===== src/rtl/label_argmax_stream_pkg.sv =====
// Shared types and helpers for the streaming top-2 label selector.
package label_argmax_stream_pkg;

  // Frame controller states: collecting scores, or presenting a result.
  typedef enum logic {
    ACCUM = 1'b0,
    HOLD  = 1'b1
  } state_t;

  // Widest score the compare helper handles; callers extend into this width.
  localparam int unsigned MAX_SCORE_W = 64;

  // Smallest label index width able to number n labels.
  function automatic int unsigned label_w_for(input int unsigned n);
    return (n <= 1) ? 1 : $clog2(n);
  endfunction

  // Strict greater-than on pre-extended scores (sign- or zero-extended by caller).
  function automatic logic score_gt(input logic [MAX_SCORE_W-1:0] a,
                                    input logic [MAX_SCORE_W-1:0] b,
                                    input logic                   sgn);
    if (sgn) return $signed(a) > $signed(b);
    return a > b;
  endfunction

endpackage


===== src/rtl/label_argmax_stream_top2_tracker.sv =====
// Registered best / second-best score tracker for one frame of scores.
module top2_tracker
  import label_argmax_stream_pkg::*;
#(
  parameter int unsigned N           = 8,
  parameter int unsigned LABEL_W     = 4,
  parameter bit          SIGNED_MODE = 1'b0
) (
  input  logic               clk,
  input  logic               rst_n,
  input  logic               beat,
  input  logic               first,
  input  logic [N-1:0]       x,
  input  logic [LABEL_W-1:0] idx,
  output logic [N-1:0]       best,
  output logic [LABEL_W-1:0] best_idx,
  output logic [N-1:0]       second,
  output logic [LABEL_W-1:0] second_idx
);

  logic                   second_valid;
  logic [MAX_SCORE_W-1:0] x_ext, best_ext, second_ext;
  logic                   gt_best, gt_second;

  // Extend scores to the helper width so one compare serves both modes.
  always_comb begin
    if (SIGNED_MODE) begin
      x_ext      = MAX_SCORE_W'($signed(x));
      best_ext   = MAX_SCORE_W'($signed(best));
      second_ext = MAX_SCORE_W'($signed(second));
    end else begin
      x_ext      = MAX_SCORE_W'(x);
      best_ext   = MAX_SCORE_W'(best);
      second_ext = MAX_SCORE_W'(second);
    end
    gt_best   = score_gt(x_ext, best_ext, SIGNED_MODE);
    gt_second = score_gt(x_ext, second_ext, SIGNED_MODE);
  end

  // Strict compares: on ties the earlier (lower-index) entry is kept.
  always_ff @(posedge clk or negedge rst_n) begin
    if (!rst_n) begin
      best         <= '0;
      best_idx     <= '0;
      second       <= '0;
      second_idx   <= '0;
      second_valid <= 1'b0;
    end else if (beat) begin
      if (first) begin
        best         <= x;
        best_idx     <= idx;
        second       <= '0;
        second_idx   <= '0;
        second_valid <= 1'b0;
      end else if (gt_best) begin
        second       <= best;
        second_idx   <= best_idx;
        second_valid <= 1'b1;
        best         <= x;
        best_idx     <= idx;
      end else if (!second_valid || gt_second) begin
        second       <= x;
        second_idx   <= idx;
        second_valid <= 1'b1;
      end
    end
  end

endmodule


===== src/rtl/label_argmax_stream.sv =====
// Streaming argmax: consumes NUM_LABELS scores per frame and reports the
// top label, runner-up label, top score and the top-to-second margin.
module label_argmax_stream
  import label_argmax_stream_pkg::*;
#(
  parameter int unsigned N           = 8,
  parameter int unsigned NUM_LABELS  = 10,
  parameter int unsigned LABEL_W     = 4,
  parameter bit          SIGNED_MODE = 1'b0
) (
  input  logic               clk,
  input  logic               rst_n,
  input  logic               in_valid,
  output logic               in_ready,
  input  logic [N-1:0]       in_data,
  input  logic               in_last,
  output logic               out_valid,
  input  logic               out_ready,
  output logic [LABEL_W-1:0] out_label,
  output logic [LABEL_W-1:0] out_second,
  output logic [N-1:0]       out_max,
  output logic [N-1:0]       out_margin,
  output logic               out_err
);

  localparam int unsigned MIN_LABEL_W = label_w_for(NUM_LABELS);

  if (LABEL_W < MIN_LABEL_W) begin : g_bad_label_w
    $error("label_argmax_stream: LABEL_W too narrow for NUM_LABELS");
  end

  state_t             state, state_nxt;
  logic               run;
  logic [LABEL_W-1:0] idx;
  logic               err;
  logic               beat, last_beat, first_beat;
  logic [N-1:0]       best, second;

  assign beat       = in_valid && in_ready;
  assign last_beat  = (idx == LABEL_W'(NUM_LABELS - 1));
  assign first_beat = (idx == '0);

  // Holds in_ready low until the first edge after reset release.
  always_ff @(posedge clk or negedge rst_n) begin
    if (!rst_n) run <= 1'b0;
    else        run <= 1'b1;
  end

  // Frame controller state register.
  always_ff @(posedge clk or negedge rst_n) begin
    if (!rst_n) state <= ACCUM;
    else        state <= state_nxt;
  end

  // Next state and handshake outputs; in_ready depends only on registered state.
  always_comb begin
    state_nxt = state;
    in_ready  = 1'b0;
    out_valid = 1'b0;
    case (state)
      ACCUM: begin
        in_ready = run;
        if (beat && last_beat) state_nxt = HOLD;
      end
      HOLD: begin
        out_valid = 1'b1;
        if (out_ready) state_nxt = ACCUM;
      end
      default: state_nxt = ACCUM;
    endcase
  end

  // Beat position; frame length is fixed regardless of in_last.
  always_ff @(posedge clk or negedge rst_n) begin
    if (!rst_n)    idx <= '0;
    else if (beat) idx <= last_beat ? '0 : idx + 1'b1;
  end

  // Sticky per-frame in_last mismatch flag, restarted on the first beat.
  always_ff @(posedge clk or negedge rst_n) begin
    if (!rst_n)    err <= 1'b0;
    else if (beat) err <= (first_beat ? 1'b0 : err) | (in_last != last_beat);
  end

  top2_tracker #(
    .N           (N),
    .LABEL_W     (LABEL_W),
    .SIGNED_MODE (SIGNED_MODE)
  ) u_tracker (
    .clk        (clk),
    .rst_n      (rst_n),
    .beat       (beat),
    .first      (first_beat),
    .x          (in_data),
    .idx        (idx),
    .best       (best),
    .best_idx   (out_label),
    .second     (second),
    .second_idx (out_second)
  );

  // Tracker registers only change on accepted beats, so results hold steady
  // in HOLD. best >= second, so the low N bits of the N+1-bit signed
  // difference equal a plain N-bit subtraction in either mode.
  always_comb begin
    out_max    = best;
    out_margin = best - second;
    out_err    = err;
  end

endmodule


===== config.mk =====
export PLATFORM = sky130hd
export DESIGN_NAME = label_argmax_stream
export DESIGN_NICKNAME = d
export VERILOG_FILES = /design/src/rtl/label_argmax_stream_pkg.sv /design/src/rtl/label_argmax_stream_top2_tracker.sv /design/src/rtl/label_argmax_stream.sv
export SDC_FILE = /design/constraint.sdc
export NUM_CORES = 1
export LEC_CHECK = 0
export ABC_AREA = 1
export CORE_MARGIN = 5
export CORE_UTILIZATION = 52
export DETAILED_ROUTE_END_ITERATION = 12
export PLACE_DENSITY = 0.79
export SETUP_SLACK_MARGIN = 0.02
export SLEW_MARGIN = 20
export SYNTH_ARGS = -nofsm -noshare
export SYNTH_HDL_FRONTEND = slang
export SYNTH_SLANG_ARGS = --single-unit

===== constraint.sdc =====
create_clock -name clk -period 2.4 [get_ports clk]
set_clock_uncertainty 0.1 [all_clocks]
set_input_delay 0.48 -clock clk [delete_from_list [all_inputs] [get_ports clk]]
set_output_delay 0.48 -clock clk [all_outputs]
set_load 0.01 [all_outputs]

* Word-level counts from Yosys, hierarchy flattened
Cells that the tools add are included.
** Word-level totals
- Bits in registers :: 32
- Output and inout bits :: 27
- Word-level logic and storage cells :: 46
** Operators by class
- Reduce and logical (&&, ||, !) cells :: 9
- Mux-type cells :: 20
- $lt $le $gt $ge :: 2
- Bitwise logic cells :: 2
- Equal/unequal tests :: 2
- $add $sub $neg :: 2
** Operators with widths (count)
- 8-bit 2-to-1 mux :: 5
- 4-bit 2-to-1 mux :: 6
- 8-bit greater-than comparator :: 2
- 1-bit 2-to-1 mux :: 8
- 8-bit subtractor :: 1
- 4-bit by 1-bit adder with 4-bit output (second input constant) :: 1
- 4-bit == test (second input constant) :: 1
- 4-bit logical NOT :: 1
- 2-bit AND reduction :: 2
- 3-bit nonzero test :: 1
- 1-bit logical AND :: 2
- 1-bit case mux with 2 select lines :: 1
- 2-bit nonzero test :: 1
- 1-bit logical NOT :: 1
- 1-bit logical OR :: 1
- 1-bit inequality test :: 1
- 1-bit NOT :: 1
- 1-bit bitwise OR :: 1

* Depth between registers and ports, before layout
- Depth after elaboration :: 5
- Mapped depth :: 16
- Depth with buffers taken out :: 15

* Modules after synthesis
From an unflattened synthesis, not the netlist that was laid out.
** Second synthesis, totals
- Cell total of the unflattened synthesis :: 319
- Area, all modules :: 2332.2 µm²
** Modules (own cells, without submodules)
- top2_tracker :: cells an instance 213, area each 1624.1 µm², sequential area each 625.6 µm², instances 1
- label_argmax_stream :: cells an instance 106, area each 708.2 µm², sequential area each 175.2 µm², instances 1

* Worst setup path after synthesis
No wires, ideal clock.
- Path kind :: register -> output
- Start :: reg u_tracker.best[0]
- End :: out out_margin[6]
- Setup slack :: 32 ps
- Arrival time :: 1788 ps
- Stages on the path, launching flop included :: 9
- Path buffers :: 0
- Cells stage by stage :: dfrtp_1 > inv_1 > ha_1 > fa_1 > o21ai_0 > a21oi_1 > nor2_1 > nor2_1 > xnor2_1
** On the way
- Cells in the longest elaborated chain, start to end :: 1
** RTL lines
- from (decl) :: RTL line label_argmax_stream_top2_tracker.sv:15 : output logic [N-1:0] best,
- from (signal assigned) :: RTL line label_argmax_stream_top2_tracker.sv:43 : best <= '0;
- from (signal assigned) :: RTL line label_argmax_stream_top2_tracker.sv:50 : best <= x;
- from (signal assigned) :: RTL line label_argmax_stream_top2_tracker.sv:59 : best <= x;
- 8-bit subtractor :: RTL line label_argmax_stream.sv:107 : out_margin = best - second;
- to (decl) :: RTL line label_argmax_stream.sv:22 : output logic [N-1:0] out_margin,
No other way between the ends.

* Worst setup path in the final report
- Start :: reg u_tracker.second[0]
- End :: out out_margin[6]
** On the way
- Cells in the longest elaborated chain, start to end :: 1
** RTL lines
- from (decl) :: RTL line label_argmax_stream_top2_tracker.sv:17 : output logic [N-1:0] second,
- from (signal assigned) :: RTL line label_argmax_stream_top2_tracker.sv:56 : second <= best;
- 8-bit subtractor :: RTL line label_argmax_stream.sv:107
No other way between the ends.

==> impl_metrics.env <==
export IMPL_status="finished with violations"
export IMPL_failed_checks="setup timing"
export IMPL_sum_of_net_half_perimeters_after_detailed_placement_um=4150
export IMPL_antenna_found_initial=0
export IMPL_timing_critical_path_required_ns=1.82
export IMPL_dp_worst_setup_slack_ns=-0.443
export IMPL_worst_ir_drop_vdd_mv=0.707
export IMPL_worst_r2r_path_depth=17
export IMPL_detail_route_vias_per_cell=5.14
export IMPL_buffers_added_on_ports=39
export IMPL_synth_seq_cells=32
export IMPL_global_route_usage_total=0.223
export IMPL_grt_first_pass_wirelength_um=9430
export IMPL_clock_path_buffers=2
export IMPL_fill_cells=306
export IMPL_worstSetupPathType="register to output port"
export IMPL_ratio_of_cells_with_drive_above_1_in_the_final_layout=0.208
export IMPL_crit_path_from="u_tracker.second[0]$_DFFE_PN0P_"
export IMPL_drv_slew=0
export IMPL_post_route_worst_setup_slack_ns=-0.110
export IMPL_weighted_congestion_reported_at_the_end_of_routability_driven_placement=0.848
export IMPL_netlist_instances=286
export IMPL_hold_class="register to register"
export IMPL_final_antenna_net_count=0
export IMPL_final_net_count=401
export IMPL_wl_per_cell_um=14.1
export IMPL_drt_pass1_iterations=4
export IMPL_synth_nets=323
export IMPL_avgSynthCellArea_um2=7.65
export IMPL_fin_hold_ws_ns=0.412
export IMPL_netlist_cell_type_count=28
export IMPL_insertion_delay_ns=0.28
export IMPL_cts_buf_count=5
export IMPL_grt_ovfl_total=0
export IMPL_timing_max_cap_violations=0
export IMPL_cts_tree="done"
export IMPL_critPathMaxFanout=2
export IMPL_initial_core_util=0.543
export IMPL_power_static_leakage_uw=0.00160
export IMPL_number_of_top_level_pins=40
export IMPL_clock_sinks=32
export IMPL_setup_violations=3
export IMPL_cts_root_buf="sky130_fd_sc_hd__clkbuf_8"
export IMPL_n_antenna_cell=0
export IMPL_detail_route_wirelength_um=5840
export IMPL_crit_path_start_kind="register"
export IMPL_via_count=2134
export IMPL_die_area_mm2=0.00561
export IMPL_number_of_warnings_reported_in_the_yosys_synthesis_log=0
export IMPL_rsz0062_at_grt="true"
export IMPL_multi_input_gate_area_in_the_final_layout_mm2=0.00126
export IMPL_cts_reportedPaths_clkPinSlew_ns=0.07
export IMPL_power_density_mw_per_mm2=1590
export IMPL_grt_max_degree=33
export IMPL_report_final_hold_viol_count=0
export IMPL_netlist_area_mm2=0.00219
export IMPL_layout_min_cycle_time_ns=2.51
export IMPL_cts_max_level=2
export IMPL_syn_to_final_growth_pct=40.3
export IMPL_post_route_period_util=1.05
export IMPL_vias_in_the_first_global_route=2062
export IMPL_share_of_synthesized_area_occupied_by_flip_flops_and_latches=0.366
export IMPL_tns_ns=-0.185
export IMPL_cts_hold_buffers=0
export IMPL_register_area_um2=801
export IMPL_holdPathStages=2
export IMPL_drcViolationCount=0
export IMPL_worstSetupEndpointType="output port"
export IMPL_r2r_start="u_tracker.best[1]$_DFFE_PN0P_"
export IMPL_max_freq_ghz=0.398
export IMPL_drt_iter0_drc=161
export IMPL_width_of_the_die_um=74.9
export IMPL_die_height_um=74.9
export IMPL_fp_row_count=23
export IMPL_core_mm2=0.00403
export IMPL_cp_data_arrival_time_ns=1.93
export IMPL_layoutNonFillerInstCount=415
export IMPL_dpl_cell_count=403
export IMPL_worst_hold_launch="u_tracker.second[4]$_DFFE_PN0P_"
## cell usage after synthesis
master | instances | area, um2
sky130_fd_sc_hd__a211o_1 | 1 | 8.76
sky130_fd_sc_hd__a21o_1 | 3 | 22.5
sky130_fd_sc_hd__a21oi_1 | 20 | 100
sky130_fd_sc_hd__a31oi_1 | 1 | 6.26
sky130_fd_sc_hd__buf_2 | 3 | 15.0
sky130_fd_sc_hd__buf_4 | 2 | 15.0
sky130_fd_sc_hd__buf_6 | 2 | 22.5
sky130_fd_sc_hd__clkbuf_1 | 2 | 7.51
sky130_fd_sc_hd__conb_1 | 1 | 3.75
sky130_fd_sc_hd__dfrtp_1 | 32 | 801
sky130_fd_sc_hd__fa_1 | 1 | 20.0
sky130_fd_sc_hd__ha_1 | 23 | 288
sky130_fd_sc_hd__inv_1 | 36 | 135
sky130_fd_sc_hd__inv_2 | 2 | 7.51
sky130_fd_sc_hd__nand2_1 | 80 | 300
sky130_fd_sc_hd__nand2_2 | 4 | 25.0
sky130_fd_sc_hd__nand2_4 | 1 | 11.3
sky130_fd_sc_hd__nand3_1 | 29 | 145
sky130_fd_sc_hd__nand4_1 | 3 | 18.8
sky130_fd_sc_hd__nand4_2 | 1 | 12.5
sky130_fd_sc_hd__nor2_1 | 10 | 37.5
sky130_fd_sc_hd__nor2_2 | 1 | 6.26
sky130_fd_sc_hd__o211ai_1 | 1 | 7.51
sky130_fd_sc_hd__o21a_1 | 1 | 7.51
sky130_fd_sc_hd__o21ai_0 | 5 | 25.0
sky130_fd_sc_hd__o21ai_1 | 12 | 60.1
sky130_fd_sc_hd__xnor2_1 | 3 | 26.3
sky130_fd_sc_hd__xor2_1 | 6 | 52.6
## cell families after synthesis
kind of cell	share of synthesized area
other cells	0.00171
flops	0.366
compound gates	0.109
fa+ha+maj	0.141
xor+xnor	0.0360
buf+inv	0.0926
simple gates	0.254
## per-stage QoR
stage / utilization / area (um2) / total power (uW)
after CTS: 0.746 / 3010 / 4660
after global routing: 0.762 / 3070 / 5310
after floorplan: - / 2190 / 2700
after global placement: 0.713 / 2870 / 4110
after detailed placement: 0.713 / 2870 / 4220
final: 0.762 / 3070 / 4870
## sequential cells by signal (all words and copies together) (netlist names)
name                    count
u_tracker.best              8
u_tracker.second            8
idx                         4
u_tracker.best_idx          4
u_tracker.second_idx        4
out_err                     1
run                         1
state                       1
u_tracker.second_valid      1
## final cells by class
type / instances / area share
clock buffers: 6 / 0.0236
repair buffers: 80 / 0.225
well taps: 50 / 0.0204
inverters: 38 / 0.0473
flip-flops and latches: 32 / 0.261
multi-input cells: 207 / 0.412
clock inverters: 2 / 0.0114
## layer usage
metal | GRT usage | vias to the layer above | share of wire
li1 | - | 1085 | -
met1 | 0.280 | 972 | 0.43
met2 | 0.381 | 67 | 0.50
met3 | 0.0467 | 10 | 0.058
met4 | 0.0731 | 0 | 0.017
met5 | 0 | - | 0
## worst paths after layout
check | to | slack [ns]
max | out_margin[6] | -0.11
min | u_tracker.second[4]$_DFFE_PN0P_ | 0.41
max reg2reg | u_tracker.second[5]$_DFFE_PN0P_ | 0.29
min reg2reg | u_tracker.second[4]$_DFFE_PN0P_ | 0.41
max in group asynchronous | u_tracker.best[7]$_DFFE_PN0P_ | 1.39
min in group asynchronous | idx[3]$_DFFE_PN0P_ | 0.49
## worst max-delay path: stages (launching register included)
cell                      delay (ns)
sky130_fd_sc_hd__dfrtp_1        0.41
sky130_fd_sc_hd__ha_4           0.19
sky130_fd_sc_hd__fa_2           0.37
sky130_fd_sc_hd__o21ai_4        0.16
sky130_fd_sc_hd__a21oi_1        0.08
sky130_fd_sc_hd__nor2_1         0.10
sky130_fd_sc_hd__nor2_1         0.07
sky130_fd_sc_hd__xnor2_1        0.12
sky130_fd_sc_hd__buf_2          0.14
## repair_timing
action | in CTS | in global routing
pin swaps | 5 | 6
setup buffers | 2 | 2
gates resized for setup | 31 | 15
setup endpoints to repair | 7 | 11
## layout by cell type (no fill, tap or decap), drive strengths merged
| master | count |
|---|---|
| nand2 | 85 |
| buf | 46 |
| inv | 38 |
| dfrtp | 32 |
| clkdlybuf4s50 | 32 |
| nand3 | 29 |
| ha | 23 |
| a21oi | 20 |
| o21ai | 17 |
| nor2 | 11 |
| clkbuf | 7 |
| xor2 | 6 |
| nand4 | 4 |
| a21o | 3 |
| xnor2 | 3 |
| a211o | 1 |
| a31oi | 1 |
| o211ai | 1 |
| o21a | 1 |
| fa | 1 |
| bufinv | 1 |
| clkinv | 1 |
| dlygate4sd2 | 1 |
| conb | 1 |
## report_power, final
group	leakage [uW]	switching (uW)	internal (uW)
Sequential	0.000394	180	785
Clock	0.0000552	202	308
Combinational	0.00115	1730	1670
(Power assumes the default switching activity.)
